===== src/rtl/sum_sweep_ctrl_pkg.sv =====
// Shared definitions for the sum sweep controller: FSM encoding,
// default widths and the checker counter width.
package sum_sweep_ctrl_pkg;

    typedef enum logic [1:0] {
        IDLE  = 2'd0,
        RUN   = 2'd1,
        DRAIN = 2'd2,
        DONE  = 2'd3
    } state_t;

    localparam int NW_DEF = 4;
    localparam int SW_DEF = 7;
    localparam int ERR_W  = 8;

endpackage


===== src/rtl/sum_sweep_fifo.sv =====
// Two-entry FIFO holding {n, sum} results; head is shown combinationally.
// Push is dropped when full, pop is dropped when empty.
module sum_sweep_fifo #(
    parameter int W = 11
) (
    input  logic         clk,
    input  logic         rst_n,
    input  logic         push,
    input  logic         pop,
    input  logic [W-1:0] data,
    output logic [W-1:0] head,
    output logic         full,
    output logic         empty,
    output logic [1:0]   cnt
);

    logic [W-1:0] mem [2];
    logic         wp;
    logic         rp;
    logic         do_push;
    logic         do_pop;

    assign full    = (cnt == 2'd2);
    assign empty   = (cnt == 2'd0);
    assign do_push = push && !full;
    assign do_pop  = pop && !empty;
    assign head    = mem[rp];

    always_ff @(posedge clk or negedge rst_n) begin
        if (!rst_n) begin
            mem[0] <= '0;
            mem[1] <= '0;
            wp     <= 1'b0;
            rp     <= 1'b0;
            cnt    <= 2'd0;
        end else begin
            if (do_push) begin
                mem[wp] <= data;
                wp      <= ~wp;
            end
            if (do_pop) begin
                rp <= ~rp;
            end
            cnt <= cnt + {1'b0, do_push} - {1'b0, do_pop};
        end
    end

endmodule


===== src/rtl/sum_sweep_ctrl.sv =====
// Sweeps N from n_lo to n_hi into a combinational summer and streams
// {N, sum} out through a 2-entry buffer. Optional checker: SUM_SWEEP_CHECK_EN.
module sum_sweep_ctrl
    import sum_sweep_ctrl_pkg::*;
#(
    parameter int NW = NW_DEF,
    parameter int SW = SW_DEF
) (
    input  logic             clk,
    input  logic             rst_n,
    input  logic             start,
    input  logic [NW-1:0]    n_lo,
    input  logic [NW-1:0]    n_hi,
    output logic [NW-1:0]    n_out,
    input  logic [SW-1:0]    s_in,
    output logic             res_valid,
    input  logic             res_ready,
    output logic [NW-1:0]    res_n,
    output logic [SW-1:0]    res_s,
    output logic             busy,
    output logic             done,
    output logic [ERR_W-1:0] err_cnt
);

    state_t        state;
    state_t        state_nx;
    logic [NW-1:0] n_out_nx;
    logic [NW-1:0] hi_q;
    logic [NW-1:0] hi_nx;
    logic          accept;
    logic          push;
    logic          pop;
    logic          full;
    logic          empty;
    logic [1:0]    cnt;

    assign accept    = start && (state == IDLE || state == DONE);
    assign push      = (state == RUN) && !full;
    assign res_valid = !empty;
    assign pop       = res_valid && res_ready;
    assign busy      = (state == RUN) || (state == DRAIN);
    assign done      = (state == DONE);

    always_ff @(posedge clk or negedge rst_n) begin
        if (!rst_n) begin
            state <= IDLE;
            n_out <= '0;
            hi_q  <= '0;
        end else begin
            state <= state_nx;
            n_out <= n_out_nx;
            hi_q  <= hi_nx;
        end
    end

    always_comb begin
        state_nx = state;
        n_out_nx = n_out;
        hi_nx    = hi_q;
        unique case (state)
            IDLE, DONE: begin
                if (state == DONE) begin
                    state_nx = IDLE;
                end
                if (start) begin
                    hi_nx = n_hi;
                    if (n_lo <= n_hi) begin
                        n_out_nx = n_lo;
                        state_nx = RUN;
                    end else begin
                        state_nx = DONE;
                    end
                end
            end
            RUN: begin
                // compare before increment so n_hi = max never wraps
                if (!full) begin
                    if (n_out == hi_q) begin
                        state_nx = DRAIN;
                    end else begin
                        n_out_nx = n_out + 1'b1;
                    end
                end
            end
            DRAIN: begin
                if (empty || (cnt == 2'd1 && pop)) begin
                    state_nx = DONE;
                end
            end
            default: state_nx = IDLE;
        endcase
    end

    sum_sweep_fifo #(
        .W(NW + SW)
    ) u_fifo (
        .clk  (clk),
        .rst_n(rst_n),
        .push (push),
        .pop  (pop),
        .data ({n_out, s_in}),
        .head ({res_n, res_s}),
        .full (full),
        .empty(empty),
        .cnt  (cnt)
    );

`ifdef SUM_SWEEP_CHECK_EN
    logic [2*NW-1:0] prod;
    logic [SW-1:0]   ref_s;

    assign prod  = (2*NW)'(n_out) * ((2*NW)'(n_out) + 1'b1);
    assign ref_s = SW'(prod >> 1);

    always_ff @(posedge clk or negedge rst_n) begin
        if (!rst_n) begin
            err_cnt <= '0;
        end else if (accept) begin
            err_cnt <= '0;
        end else if (push && s_in != ref_s && err_cnt != '1) begin
            err_cnt <= err_cnt + 1'b1;
        end
    end
`else
    assign err_cnt = '0;
`endif

endmodule


===== config.mk =====
export PLATFORM = sky130hd
export DESIGN_NAME = sum_sweep_ctrl
export DESIGN_NICKNAME = d
export VERILOG_FILES = /design/src/rtl/sum_sweep_ctrl_pkg.sv /design/src/rtl/sum_sweep_fifo.sv /design/src/rtl/sum_sweep_ctrl.sv
export SDC_FILE = /design/constraint.sdc
export NUM_CORES = 1
export LEC_CHECK = 0
export ABC_AREA = 0
export CAP_MARGIN = 0
export CORE_MARGIN = 2
export CORE_UTILIZATION = 45
export CTS_CLUSTER_DIAMETER = 30
export DETAILED_ROUTE_END_ITERATION = 7
export GPL_TIMING_DRIVEN = 0
export PLACE_DENSITY = 0.76
export SKIP_LAST_GASP = 1
export SLEW_MARGIN = 10
export SYNTH_ARGS = -nofsm -noshare
export SYNTH_HDL_FRONTEND = slang
export SYNTH_SLANG_ARGS = --single-unit
export TNS_END_PERCENT = 20

===== constraint.sdc =====
create_clock -name clk -period 1.8 [get_ports clk]
set_clock_uncertainty 0.1 [all_clocks]
set_input_delay 0.45 -clock clk [delete_from_list [all_inputs] [get_ports clk]]
set_output_delay 0.45 -clock clk [all_outputs]
set_load 0.05 [all_outputs]

==> results.py, run 1 <==
metrics = {
    "setup_path": {
        "reg2regPathDepth": 5,
        "cp_data_arrival_time_ns": 2.11,
        "r2r_setup_slack_ns": -0.23,
        "cp-end-kind": "register",
        "cp-start-kind": "register",
        "worstReg2RegEnd": "state[0]",
        "critical_path_required_ns": 1.88,
        "worstPathMaxFanout": 6,
        "worstSetupPathType": "reg -> reg",
        "crit_path_start": "n_out[0]",
        "crit-reg2reg-launch": "n_out[0]",
    },
    "timing": {
        "finalWorstSetupSlack_ns": -0.234,
        "fin_crit_ns": 2.03,
        "final-max-slew-violation-count": 0,
        "rsz0062_at_grt": "yes",
        "slew_worst_pin_ns": 0.792,
        "holdWs_ns": 0.141,
        "number_of_setup_violations_in_the_final_report": 26,
        "max-slew-margin-rel_pct": 47.2,
        "final_min_period_over_clock_period_pct": 113,
        "max_freq_ghz": 0.492,
        "finalHoldViolCount": 0,
    },
    "drt": {
        "number_of_vias_per_cell_after_detailed_routing": 4.99,
        "ant_nets": 0,
        "first_iter_violations": 64,
        "drt-pass1-iter-count": 4,
        "totalWireLength_mm": 3.84,
        "wl_per_cell_microns": 13.6,
        "drc": 0,
        "via_count": 1411,
    },
    "floorplanning": {
        "initial_utilization_pct": 47.9,
        "fp.dieH_microns": 69.9,
        "core_area_sq_mm": 0.00409,
        "die_width_microns": 69.9,
        "rows": 23,
        "die_outline_area_sq_mm": 0.00489,
        "top_level_ports": 45,
    },
    "finish": {
        "num_antenna_cells": 0,
        "layout-drive-gt1-share_pct": 46.4,
        "final_nets": 261,
        "synthesis_to_layout_area_growth_pct": 34.3,
    },
    "synthesis": {
        "synth-edff-count": 0,
        "synth.top_cells.by_count": "36 x dfrtp_1, 36 x mux2_2, 14 x inv_1",
        "synth_area_leader_cell": "dfrtp_1",
        "syn_area_cell_sq_um": 11.5,
        "yosys_register_bits": 36,
        "synthesis.instances": 170,
        "synth_cell_type_count": 34,
        "yosysWarningCount": 0,
        "yosys_most_used_dff": "dfrtp_1",
        "syn_area_sq_mm": 0.00196,
        "synth.yosys.seq_area_share_pct": 46.0,
        "area_fraction_of_the_dominant_cell_type_after_synthesis_pct": 46.0,
        "synth.top_cells.by_area": "dfrtp_1 46%, mux2_2 21%, ha_1 6.4%, buf_4 3.1%, inv_1 2.7%",
        "asyncSetResetFlopFracSynth_pct": 100,
    },
    "place": {
        "place.gp.congestion": 0.733,
        "post_placement_setup_slack_ns": -0.821,
        "hpwl_mm": 2.58,
        "number_of_input_and_output_port_buffers_inserted": 36,
    },
    "global_routing": {
        "grt_start_max_net_pins": 37,
        "grt_util_all_layers_pct": 16.5,
        "grt_pass1_wl_mm": 6.40,
        "total_congestion_overflow_after_global_routing": 0,
        "grt_antenna_before_repair": 0,
        "via_count_of_the_first_global_routing_pass": 1375,
    },
    "clock_network": {
        "clockRootBuffer": "clkbuf_8",
        "clock_latency_ns": 0.29,
        "cts.clk_slew.worst_paths_ns": 0.07,
        "ctsHtreeMaxLevel": 2,
        "cts_inserted_buffers": 5,
        "cts.sink_count": 36,
        "clock_tree.buffer_depth": 2,
        "cts_tree": "yes",
    },
    "worst_hold_path": {
        "timing.hold.worst.class": "in -> async",
    },
    "run": {
        "max_cap_viol_count": 0,
    },
    "outcome": {
        "run_status": "complete, but fails checks",
        "failed_checks": "setup timing",
    },
}
==> cells in the final DEF (no fill, tap or decap), drive strengths merged, types with 2 or more instances in the layout <==
master | Yosys | final
ha | 10 | 10
buf | 11 | 35
mux2 | 36 | 36
o21a | 2 | 2
clkdlybuf4s50 | 0 | 9
o21ai | 7 | 7
inv | 14 | 14
dlymetal6s2s | 0 | 2
nor2b | 3 | 3
dlygate4sd2 | 0 | 7
nand2 | 10 | 10
conb | 1 | 8
o21bai | 3 | 3
clkbuf | 1 | 12
nand3 | 5 | 5
xor2 | 5 | 5
xnor2 | 3 | 3
dfrtp | 36 | 36
nand2b | 3 | 3
nor2 | 5 | 5
==> repair_timing <==
item | CTS | global route
pin swaps | 8 | 13
resized for setup | 82 | 34
setup buffers | 7 | 5
endpoints found under the setup margin | 45 | 45
hold buffers | 0 | 0
==> logic make-up after synthesis <==
group           Yosys count  share of synthesized area [%]
mux                      36                           20.7
flops                    36                           46.0
simple gates             35                           9.53
buf+inv                  26                           6.65
compound gates           18                           6.90
fa+ha+maj                10                           6.39
xor+xnor                  8                           3.58
other cells               1                          0.192
==> routing by layer <==
metal  GRT usage, %  part of all wire (%)  vias to the layer above
li1               -                     -                      694
met1           22.4                    46                      675
met2           25.4                    47                       37
met3           4.91                   5.3                        5
met4           5.13                   1.3                        0
met5              0                     0                        -
==> metrics by stage <==
stage	setup TNS (ns)	cell area (sq um)	util, %	instances
finish	-3.02	2630	64.3	283
global route	-5.84	2630	64.3	283
CTS	-5.37	2560	62.6	278
global placement	-34.27	2420	59.2	263
detailed placement	-12.64	2420	59.1	263
floorplan	-1.49	2000	-	177
==> critical path: stages (launching register included) <==
cell      delay [ns]
dfrtp_2         0.45
xor2_2          0.18
nor4_2          0.32
nand2_1         0.10
a222oi_1        0.39
mux2_2          0.38
==> flip-flops by register name, indices dropped and copies added (netlist names) <==
signal      count
n_out           4
hi_q            4
u_fifo.mem     22
state           2
u_fifo.rp       1
u_fifo.wp       1
u_fifo.cnt      2
==> worst max-delay path by stage <==
stage	slack [ns]	depth (start not counted)	endpoint
after floorplan	-0.25	5	state[0]
after global placement	-0.80	8	n_out[2]
after detailed placement	-0.82	8	n_out[2]
after CTS	-0.23	5	state[0]
after global routing	-0.35	5	state[1]
final	-0.23	5	state[0]
==> layout make-up <==
cell class | count | area, sq um
inverter | 14 | 52.6
fill | 352 | 1460
multi-input combinational | 115 | 1020
timing repair buffer | 48 | 389
buffer | 12 | 91.3
tap | 50 | 62.6
sequential | 36 | 906
clock inverter | 3 | 42.5
clock buffer | 5 | 68.8
Power of run 1 is left out: the tool's default activity adds up to more than one toggle a clock period on the data nets, which glitch-free logic cannot reach.
==> inputs of run 2 (changes only) <==
--- a/config.mk
+++ b/config.mk
@@ -13,6 +13,7 @@
 export DETAILED_ROUTE_END_ITERATION = 7
 export GPL_TIMING_DRIVEN = 0
 export PLACE_DENSITY = 0.76
+export SETUP_SLACK_MARGIN = 0.3
 export SKIP_LAST_GASP = 1
 export SLEW_MARGIN = 10
 export SYNTH_ARGS = -nofsm -noshare
==> run 2 against run 1 <==
Against the previous run: the flow still finishes with violations (setup timing); first-iteration DRC count increased by 3.1%; flip-flop and latch count unchanged; via count increased by 3.3%; critical path depth increased by 1; global-route usage increased by 1.8 points; non-clock buffer count increased by 3; core utilization increased by 5.3 points; worst setup slack improved by 0.027 ns; count of clock-buffer cells in the layout increased by 1; wire length increased by 13%; critical endpoint unchanged.
==> results.py, run 2 (synthesized netlist as in run 1, its figures left out) <==
metrics = {
    "outcome": {
        "run_status": "complete, but fails checks",
        "failed_checks": "setup timing",
    },
    "global_routing": {
        "grt_pass1_wl_mm": 6.95,
        "grt_start_max_net_pins": 37,
        "total_congestion_overflow_after_global_routing": 0,
        "grt_util_all_layers_pct": 18.3,
        "via_count_of_the_first_global_routing_pass": 1426,
        "grt_antenna_before_repair": 0,
    },
    "place": {
        "number_of_input_and_output_port_buffers_inserted": 36,
        "hpwl_mm": 2.93,
        "post_placement_setup_slack_ns": -1.05,
        "placed_area_sq_mm": 0.00250,
        "place.gp.congestion": 0.742,
    },
    "setup_path": {
        "cp_data_arrival_time_ns": 2.08,
        "worstSetupPathType": "reg -> reg",
        "worstPathMaxFanout": 2,
        "critical_path_required_ns": 1.88,
        "cp-end-kind": "register",
        "cp-start-kind": "register",
        "reg2regPathDepth": 6,
    },
    "timing": {
        "setup_total_negative_slack_ns": -4.60,
        "final_min_period_over_clock_period_pct": 112,
        "rsz0062_at_grt": "yes",
        "finalHoldViolCount": 0,
        "max_freq_ghz": 0.498,
        "finalWorstSetupSlack_ns": -0.207,
        "holdWs_ns": 0.138,
        "fin_crit_ns": 2.01,
        "max-slew-margin-rel_pct": 47.2,
        "number_of_setup_violations_in_the_final_report": 42,
        "final-max-slew-violation-count": 0,
        "slew_worst_pin_ns": 0.792,
    },
    "drt": {
        "ant_nets": 0,
        "via_count": 1458,
        "first_iter_violations": 66,
        "totalWireLength_mm": 4.34,
        "drt-pass1-iter-count": 4,
        "wl_per_cell_microns": 15.2,
        "number_of_vias_per_cell_after_detailed_routing": 5.10,
        "drc": 0,
    },
    "floorplanning": {
        "rows": 23,
        "fp.dieH_microns": 69.9,
        "core_area_sq_mm": 0.00409,
        "die_outline_area_sq_mm": 0.00489,
        "initial_utilization_pct": 47.9,
        "die_width_microns": 69.9,
        "top_level_ports": 45,
    },
    "finish": {
        "reg_top3": "u_fifo.mem: 22 flops, hi_q: 4 flops, n_out: 4 flops",
        "synthesis_to_layout_area_growth_pct": 45.3,
        "num_antenna_cells": 0,
        "most_common_library_cell_in_the_layout_ignoring_fill_and_taps": "mux2_2",
        "mostFrequentLayoutCells": "32 x mux2_2, 31 x dfrtp_1, 27 x buf_4",
        "layout-drive-gt1-share_pct": 50.8,
        "regMostFlops": "u_fifo.mem",
        "largest_register_ffs": 22,
        "n_fill_cell": 283,
        "final_nets": 264,
        "finalInstanceArea_sq_mm": 0.00284,
    },
    "clock_network": {
        "ctsHtreeMaxLevel": 2,
        "ctsHoldBuffers": 0,
        "clock_tree.buffer_depth": 2,
        "cts.clk_slew.worst_paths_ns": 0.07,
        "clockRootBuffer": "clkbuf_8",
        "cts_inserted_buffers": 5,
        "clock_latency_ns": 0.29,
        "cts.sink_count": 36,
        "cts_tree": "yes",
    },
    "worst_hold_path": {
        "timing.hold.worst.class": "in -> async",
    },
    "run": {
        "max_cap_viol_count": 0,
    },
}
==> run 2: final timing paths <==
kind,end,slack (ns),startpoint
setup / recovery,state[0],-0.21,hi_q[0]
hold / removal,u_fifo.mem[14],0.14,rst_n
setup reg to reg,state[0],-0.21,hi_q[0]
hold reg to reg,u_fifo.wp,0.39,u_fifo.wp
max in group asynchronous,n_out[2],0.90,rst_n
min in group clk,hi_q[1],0.33,n_hi[1]
==> run 2: worst max-delay path, cell delays in order (launching register included) <==
cell	delay [ns]
dfrtp_2	0.44
xor2_4	0.20
nor4_4	0.30
nand2_1	0.09
a222oi_1	0.28
buf_4	0.19
mux2_4	0.29
==> run 2: layer usage <==
layer | share of wire [%] | routed length, microns | global-route usage (%)
met1 | 42 | 1810 | 21.1
met2 | 51 | 2230 | 32.1
met3 | 4.8 | 209 | 4.33
met4 | 2.1 | 91 | 8.12
met5 | 0 | 0 | 0
==> run 2: cell type report <==
type | instances | area (sq um) | area share [%]
Multi-Input combinational cell | 115 | 1150 | 40.5
Sequential cell | 36 | 907 | 31.9
Clock buffer | 6 | 72.6 | 2.55
Clock inverter | 2 | 35.0 | 1.23
Buffer | 12 | 87.6 | 3.08
Timing Repair Buffer | 51 | 460 | 16.2
Inverter | 14 | 67.6 | 2.38
Tap cell | 50 | 62.6 | 2.20
==> run 2: through the flow <==
stage | std cells | utilization (%)
global route | 286 | 69.6
global placement | 263 | 61.4
finish | 286 | 69.6
CTS | 281 | 67.1
detailed placement | 263 | 61.3
floorplan | 177 | -
==> run 2: repair_timing <==
action,CTS,global route
pin swaps,13,19
buffers inserted,9,5
gates cloned,1,0
gates resized for setup,105,50
endpoints found under the setup margin,52,52
endpoints found under the hold margin,0,0
Power of run 2 is left out for the same reason.
